===== config.mk =====
export PLATFORM = sky130hd
export DESIGN_NAME = load_store_unit
export DESIGN_NICKNAME = d
export VERILOG_FILES = /design/src/rtl/lsu_pkg.sv /design/src/rtl/lsu_extend.sv /design/src/rtl/load_store_unit.sv
export SDC_FILE = /design/constraint.sdc
export NUM_CORES = 1
export LEC_CHECK = 0
export BUFFER_PORTS_ARGS = -buffer_cell sky130_fd_sc_hd__buf_2
export CAP_MARGIN = 20
export CORE_AREA = 3 3 103 105
export DETAILED_ROUTE_END_ITERATION = 7
export DIE_AREA = 0 0 106 108
export GPL_TIMING_DRIVEN = 0
export PLACE_DENSITY = 0.83
export SLEW_MARGIN = 20
export SYNTH_ARGS = -nofsm -noshare
export SYNTH_HDL_FRONTEND = slang
export SYNTH_SLANG_ARGS = --single-unit

===== constraint.sdc =====
create_clock -name clk_i -period 5.1 [get_ports clk_i]
set_clock_uncertainty 0.2 [all_clocks]
set_input_delay 1.02 -clock clk_i [delete_from_list [all_inputs] [get_ports clk_i]]
set_output_delay 1.02 -clock clk_i [all_outputs]
set_load 0.02 [all_outputs]

===== src/rtl/lsu_pkg.sv =====
// lsu_pkg: shared types for the load/store unit.
//   lsu_size_e  - request size codes (byte/half/word, 2'b00 is illegal)
//   lsu_state_e - FSM state encoding
//   last_idx()  - index of the final byte of an access (N-1)
//   misaligned()- natural-alignment test, used by the LSU_ALIGN_CHECK_EN build
package lsu_pkg;

  typedef enum logic [1:0] {
    SIZE_ILL  = 2'b00,
    SIZE_BYTE = 2'b01,
    SIZE_HALF = 2'b10,
    SIZE_WORD = 2'b11
  } lsu_size_e;

  typedef enum logic [1:0] {
    ST_IDLE = 2'b00,
    ST_XFER = 2'b01,
    ST_RESP = 2'b10
  } lsu_state_e;

  function automatic logic [1:0] last_idx(input logic [1:0] size);
    case (size)
      SIZE_WORD: last_idx = 2'd3;
      SIZE_HALF: last_idx = 2'd1;
      default:   last_idx = 2'd0;
    endcase
  endfunction

  function automatic logic misaligned(input logic [1:0] size, input logic [1:0] addr_lo);
    case (size)
      SIZE_WORD: misaligned = (addr_lo != 2'b00);
      SIZE_HALF: misaligned = addr_lo[0];
      default:   misaligned = 1'b0;
    endcase
  endfunction

endpackage


===== src/rtl/lsu_extend.sv =====
// lsu_extend: sign/zero extension of the right-justified load accumulator.
// Ports:
//   acc_i      [31:0] bytes collected by the load, last byte in [7:0]
//   size_i     [1:0]  access size code (lsu_size_e)
//   unsigned_i        1 = zero-extend, 0 = sign-extend
//   result_o   [31:0] extended load result (0 for the illegal size code)
module lsu_extend
  import lsu_pkg::*;
(
  input  logic [31:0] acc_i,
  input  logic [1:0]  size_i,
  input  logic        unsigned_i,
  output logic [31:0] result_o
);

  always_comb begin
    result_o = '0;
    case (size_i)
      SIZE_WORD: result_o = acc_i;
      SIZE_HALF: result_o = {{16{~unsigned_i & acc_i[15]}}, acc_i[15:0]};
      SIZE_BYTE: result_o = {{24{~unsigned_i & acc_i[7]}}, acc_i[7:0]};
      default:   result_o = '0;
    endcase
  end

endmodule


===== src/rtl/load_store_unit.sv =====
// load_store_unit: serialises 8/16/32-bit CPU loads and stores onto a
// byte-wide memory port, big-endian (most significant byte at the lowest
// address), one byte per cycle.
// Ports:
//   clk_i, rst_i (async, active-low)
//   req_valid_i/req_ready_o  request handshake, ready only while idle
//   req_write_i, req_size_i, req_unsigned_i, req_addr_i, req_wdata_i
//   resp_valid_o (1-cycle pulse), resp_rdata_o, resp_err_o
//   mem_addr_o, mem_wdata_o, mem_we_o, mem_re_o, mem_rdata_i (combinational read)
// Build option: define LSU_ALIGN_CHECK_EN to reject misaligned half/word
// accesses with an error response instead of performing them byte-serially.
module load_store_unit
  import lsu_pkg::*;
(
  input  logic        clk_i,
  input  logic        rst_i,
  input  logic        req_valid_i,
  output logic        req_ready_o,
  input  logic        req_write_i,
  input  logic [1:0]  req_size_i,
  input  logic        req_unsigned_i,
  input  logic [31:0] req_addr_i,
  input  logic [31:0] req_wdata_i,
  output logic        resp_valid_o,
  output logic [31:0] resp_rdata_o,
  output logic        resp_err_o,
  output logic [31:0] mem_addr_o,
  output logic [7:0]  mem_wdata_o,
  output logic        mem_we_o,
  output logic        mem_re_o,
  input  logic [7:0]  mem_rdata_i
);

  lsu_state_e  state_q, state_d;
  logic [1:0]  cnt_q, cnt_d;
  logic [31:0] acc_q, acc_d;
  logic [31:0] addr_q, wdata_q;
  logic [1:0]  size_q;
  logic        write_q, unsigned_q, err_q;
  logic        accept, reject;
  logic [1:0]  byte_sel;
  logic [31:0] ext_data;

  assign accept = req_valid_i && (state_q == ST_IDLE);

`ifdef LSU_ALIGN_CHECK_EN
  assign reject = (req_size_i == SIZE_ILL) || misaligned(req_size_i, req_addr_i[1:0]);
`else
  assign reject = (req_size_i == SIZE_ILL);
`endif

  // Byte k of N comes from bits [8*(N-1-k) +: 8] of the store data.
  assign byte_sel = last_idx(size_q) - cnt_q;

  lsu_extend u_extend (
    .acc_i      (acc_q),
    .size_i     (size_q),
    .unsigned_i (unsigned_q),
    .result_o   (ext_data)
  );

  always_ff @(posedge clk_i or negedge rst_i) begin
    if (!rst_i) begin
      state_q    <= ST_IDLE;
      cnt_q      <= '0;
      acc_q      <= '0;
      addr_q     <= '0;
      wdata_q    <= '0;
      size_q     <= '0;
      write_q    <= 1'b0;
      unsigned_q <= 1'b0;
      err_q      <= 1'b0;
    end else begin
      state_q <= state_d;
      cnt_q   <= cnt_d;
      acc_q   <= acc_d;
      if (accept) begin
        addr_q     <= req_addr_i;
        wdata_q    <= req_wdata_i;
        size_q     <= req_size_i;
        write_q    <= req_write_i;
        unsigned_q <= req_unsigned_i;
        err_q      <= reject;
      end
    end
  end

  always_comb begin
    state_d      = state_q;
    cnt_d        = cnt_q;
    acc_d        = acc_q;
    req_ready_o  = 1'b0;
    resp_valid_o = 1'b0;
    resp_err_o   = 1'b0;
    resp_rdata_o = '0;
    mem_addr_o   = '0;
    mem_wdata_o  = '0;
    mem_we_o     = 1'b0;
    mem_re_o     = 1'b0;
    case (state_q)
      ST_IDLE: begin
        req_ready_o = 1'b1;
        if (req_valid_i) begin
          cnt_d   = '0;
          acc_d   = '0;
          state_d = reject ? ST_RESP : ST_XFER;
        end
      end
      ST_XFER: begin
        mem_addr_o = addr_q + {30'd0, cnt_q};
        mem_we_o   = write_q;
        mem_re_o   = ~write_q;
        if (write_q) begin
          mem_wdata_o = wdata_q[{byte_sel, 3'b000} +: 8];
        end else begin
          acc_d = {acc_q[23:0], mem_rdata_i};
        end
        if (cnt_q == last_idx(size_q)) begin
          state_d = ST_RESP;
        end else begin
          cnt_d = cnt_q + 2'd1;
        end
      end
      ST_RESP: begin
        resp_valid_o = 1'b1;
        resp_err_o   = err_q;
        if (!err_q && !write_q) begin
          resp_rdata_o = ext_data;
        end
        state_d = ST_IDLE;
      end
      default: state_d = ST_IDLE;
    endcase
  end

endmodule


# Word-level counts from Yosys, hierarchy flattened
# Index checks and enable logic that the tools add are counted.
# word_totals
reg_bits	105
inputBits	79
wordCells	60
# op_classes
n_addsub	3
eq_ne	10
shifts	1
muxes	23
n_bitwise	4
n_reduce_logical	10
# ops
cell	count
$mux 32	5
$pmux 32 s3	1
$pmux 32 s2	1
$add 32x2->32	1
$shiftx 32x6->8	1
$mux 8	2
$mux 2	6
$pmux 2 s2	3
$ne 2x2->1 const B	4
$eq 2x2->1 const B	3
$reduce_and 3->1	2
$mux 1	5
$eq 2x1->1 const B	2
$logic_not 2->1	2
$add 2x1->2 const B	1
$and 1x1->1	2
$eq 2x2->1	1
$logic_and 1x1->1	2
$logic_not 1->1	2
$not 1->1	2
$reduce_and 2->1	1
$reduce_bool 2->1	1
$sub 2x2->2	1

# Longest topological paths before layout
# depth
depth_word	6
mapped_depth	7
mapped_depth_nobuf	6

# By module
# From an unflattened synthesis, not the netlist that was laid out.
# unflattened
cells_unflattened	505
area_unflattened_um2	5640.4
# modules_own_cells
module	n_inst	cells_each	area_each_um2	seq_area_each_um2
load_store_unit	1	461	5260.0	2627.5
lsu_extend	1	44	380.4	0.0

# Worst setup path after synthesis
# No wires, ideal clock.
# synth_timing
kind	reg-to-output
startpoint	register size_q[1]
endpoint	output port mem_wdata_o[0]
arrival_ns	2.228
required_time_ns	3.880
slack_ns	1.652
path_stages_with_launch	7
path_buffers	1
cell_sequence	dfrtp_1 clkbuf_1 inv_1 ha_1 xnor3_1 mux4_2 and2_1
# synth_via
elab_chain_len	6
elab_cells_between_ends	7
cone_classes	1 x add/sub; 2 x eq/ne; 1 x shift; 3 x mux
# synth_lines
item	line	source
start, declared	load_store_unit.sv:38	logic [1:0] size_q;
start signal, assigned	load_store_unit.sv:80	size_q <= req_size_i;
$eq 2x2->1	lsu_pkg.sv:22	case (size)
$pmux 2 s2 (*)	lsu_pkg.sv:22	
$sub 2x2->2 (*)	load_store_unit.sv:53	assign byte_sel = last_idx(size_q) - cnt_q;
$shiftx 32x6->8 (*)	load_store_unit.sv:114	mem_wdata_o = wdata_q[{byte_sel, 3'b000} +: 8];
$mux 8 (*)	load_store_unit.sv:113	if (write_q) begin
$mux 8 (*)	load_store_unit.sv:100	case (state_q)
end, declared	load_store_unit.sv:28	output logic [7:0] mem_wdata_o,
# Every way passes the cells marked *; elsewhere a longest branch is shown, timed or not.

# Worst setup path after layout
# Same ends and word-level chain as after synthesis.

==> key figures <==
Pwr
  • Peak supply drop: around 0.00025 V
  • Power Density: 557.4 nW/µm²
  • Leak pwr: 3.309 nW
  • Power, Total: 0.003659 W

Placement
  • PortBufs: 155
  • RePlAce Congestion: 0.8630
  • Cells after DPL: 907
  • Hpwl dp: about 11000 µm

Timing
  • RSZ-0062 raised after global routing: no
  • Worst slew margin: 29.90%
  • Setup tns final: 0 ns
  • Max-slew violations: 0
  • Tmin final: 4.284 ns
  • Fin. Hold Viols: 0
  • Worst hold slack: 0.2845 ns
  • Fmax: 233.4 MHz
  • Final worst-path cycle share: 83.99%
  • Final setup fails: 0
  • Tightest Pin Transition: approximately 1.0 ns

Logic synthesis
  • Post-synth top area share: between 40 and 50%
  • Synthesized cell area: 5399 µm²
  • YS warnings: 0
  • Mapped Nets: 701
  • Cell count after synthesis: 618
  • Async S/R FF share, synth: 100.0%
  • Mean Syn Cell Area: 8.736 µm²
  • Synth Flop Type: dfrtp_1
  • Register area share after synthesis: 48.67%
  • Yosys cell types: 43
  • Largest cells by area after synthesis: dfrtp_1 49%, nand2_1 16%, a22o_1 5.2%
  • Yosys top cell by area: dfrtp_1
  • Synth Register Bits: between 100 and 150
  • Number of synthesized flops with an enable pin: 0

Final layout
  • Final net count: 868
  • Share of layout cells above drive strength 1: 23.80%
  • Antenna diodes: 0
  • Syn-to-layout area delta: 21.58%
  • Most frequent cells in the layout: 232 x nand2_1, 154 x buf_2, 105 x dfrtp_1
  • Non-Filler Instances: 923
  • Commonest non-fill, non-tap cell in the layout: nand2_1

Setup path
  • Critical Path RT: 3.88 ns
  • CP max stage delay: 0.65 ns
  • Slowest CP cell: xnor3_1
  • CP Class: reg -> out
  • Critical Path Source: size_q[1]
  • CP Max Fanout: 10
  • CP startpoint kind: register
  • Top delay family on crit path: buffers and inverters
  • CP Capture Type: primary output
  • Worst-path cell chain: clkbuf_1 > inv_1 > ha_1 > xnor3_1 > mux4_2 > and2_1 > buf_2
  • WP data arrival: 3.06 ns
  • Buf/Inv on CP: 3
  • Worst r2r src: size_q[1]

Routing
  • DR vias/cell: 5.587
  • Routed wire per std cell: 16.03 µm
  • Drt first pass iters: 5
  • Initial DRC Count: 375
  • Routed WL: 14800 µm
  • Via count of the routed design: ~5.2k
  • Residual DRC count: 0
  • Final ANT Viol Nets: 0

Die
  • Die Span Y: approximately 110 µm
  • Rows: 36
  • CORE AREA: around 9700 µm²
  • Total Die Area: roughly 11000 µm²
  • # IOs: 156
  • Initial Util: 55.49%
  • Die W: roughly 110 µm

Clocking
  • TritonCTS clock tree: done
  • CTS buffer count: 9
  • Clock root buffer: clkbuf_8
  • Post-CTS Hold Fix Bufs: 0
  • Reg clk slew, reported paths: 0.10 ns
  • Clk sinks: 105
  • Clk Latency, worst-skew pair: around 0.38 ns
  • H-Tree Level Count: 3
  • Post-CTS setup buffer count: 0
  • Clk buf depth: 2
  • # resized after CTS: 0

Global routing
  • Initial antenna violation count: 0
  • All-Layer GR Usage: 26.10%
  • First-pass GRT wire length: 23520 µm
  • Gr ovfl total: 0
  • Largest net degree at the start of global routing: 55
  • Vias in the first global route: 5000

Min path
  • Worst min path class: reg -> reg
  • Worst Hold Launch: wdata_q[3]

Run status
  • Outcome: completed

Run
  • Max-cap check violation count: 0
logic make-up after synthesis:
family	share of synthesized area [%]
XOR/XNOR	2.364
adder cells (fa/ha/maj)	1.066
flip-flops	48.67
multiplexers	3.523
buffers and inverters	3.615
AO/OA/AOI/OAI	13.37
AND/OR/NAND/NOR	27.39
cells in the mapped netlist (2+ instances only):
cell        n
a22o_1     32
nand4_1     7
or4_1      17
a21oi_1    45
o21ai_0     9
nor4_1      3
or3_1       2
inv_1       8
nor2_1     17
xnor2_1     9
clkbuf_1   32
o21a_1      2
nand2_1   232
buf_1       6
and2_1     20
o31ai_1    17
mux4_2      8
buf_6       2
dfrtp_1   105
nor3_1      3
and3_1      2
ha_1        3
nand3_1     9
xor2_1      3
nand2b_1    4
and4_1      4
flip-flops by register name, indices dropped and copies added, names as in the netlist:
signal and cells:
size_q 2, addr_q 32, err_q 1, wdata_q 32, unsigned_q 1, state_q 2, cnt_q 2, acc_q 32
write_q 1
tightest hold or removal path, cell delays in order (launching register included):
cell,delay [ns]
dfrtp_1,0.35
nand2_1,0.05
nand2_1,0.05
final timing paths:
path                       cells after the start  slack (ns)        endpoint
max                                            7        0.82  mem_wdata_o[0]
min                                            2        0.28      wdata_q[3]
max reg2reg                                    6        2.72      state_q[0]
min reg2reg                                    2        0.28      wdata_q[3]
max in group asynchronous                      2        3.70       addr_q[9]
min in group asynchronous                      1        0.37       acc_q[11]
layout make-up:
cell class,count,area (µm²)
clock inverter,6,51.30
fill,856,3166
sequential,105,2628
multi-input combinational,465,2576
inverter,8,30.03
clock buffer,10,137.6
tap,133,166.4
buffer,40,165.2
timing repair buffer,156,809.5
layer usage:
layer / global-route usage (%) / vias to the layer above / part of all wire [%]
met3: 6.149 / 42 / 7.6
li1: - / 2447 / -
met1: 35.32 / 2424 / 43
met5: 0 / - / 0
met2: 41.99 / 244 / 47
met4: 8.696 / 0 / 2.3
report_power, final:
group	total [W]	leakage (nW)	internal (W)	switching (W)
registers	0.00153	1.34	0.00119	0.000342
logic	0.00162	1.88	0.000641	0.000978
clock network	0.000508	0.0870	0.000197	0.000311
total	0.00366	3.31	0.00203	0.00163
through the flow:
stage                     util, %  instance area (µm²)  setup slack (ns)
after floorplan                 -                 5399             1.652
after global placement      65.17                 6341             1.249
after detailed placement    65.52                 6375             1.241
after CTS                   67.46                 6564            0.8015
after global routing        67.46                 6564            0.5966
final                       67.46                 6564            0.8164
Note: power is estimated with default switching activity, not from simulation.
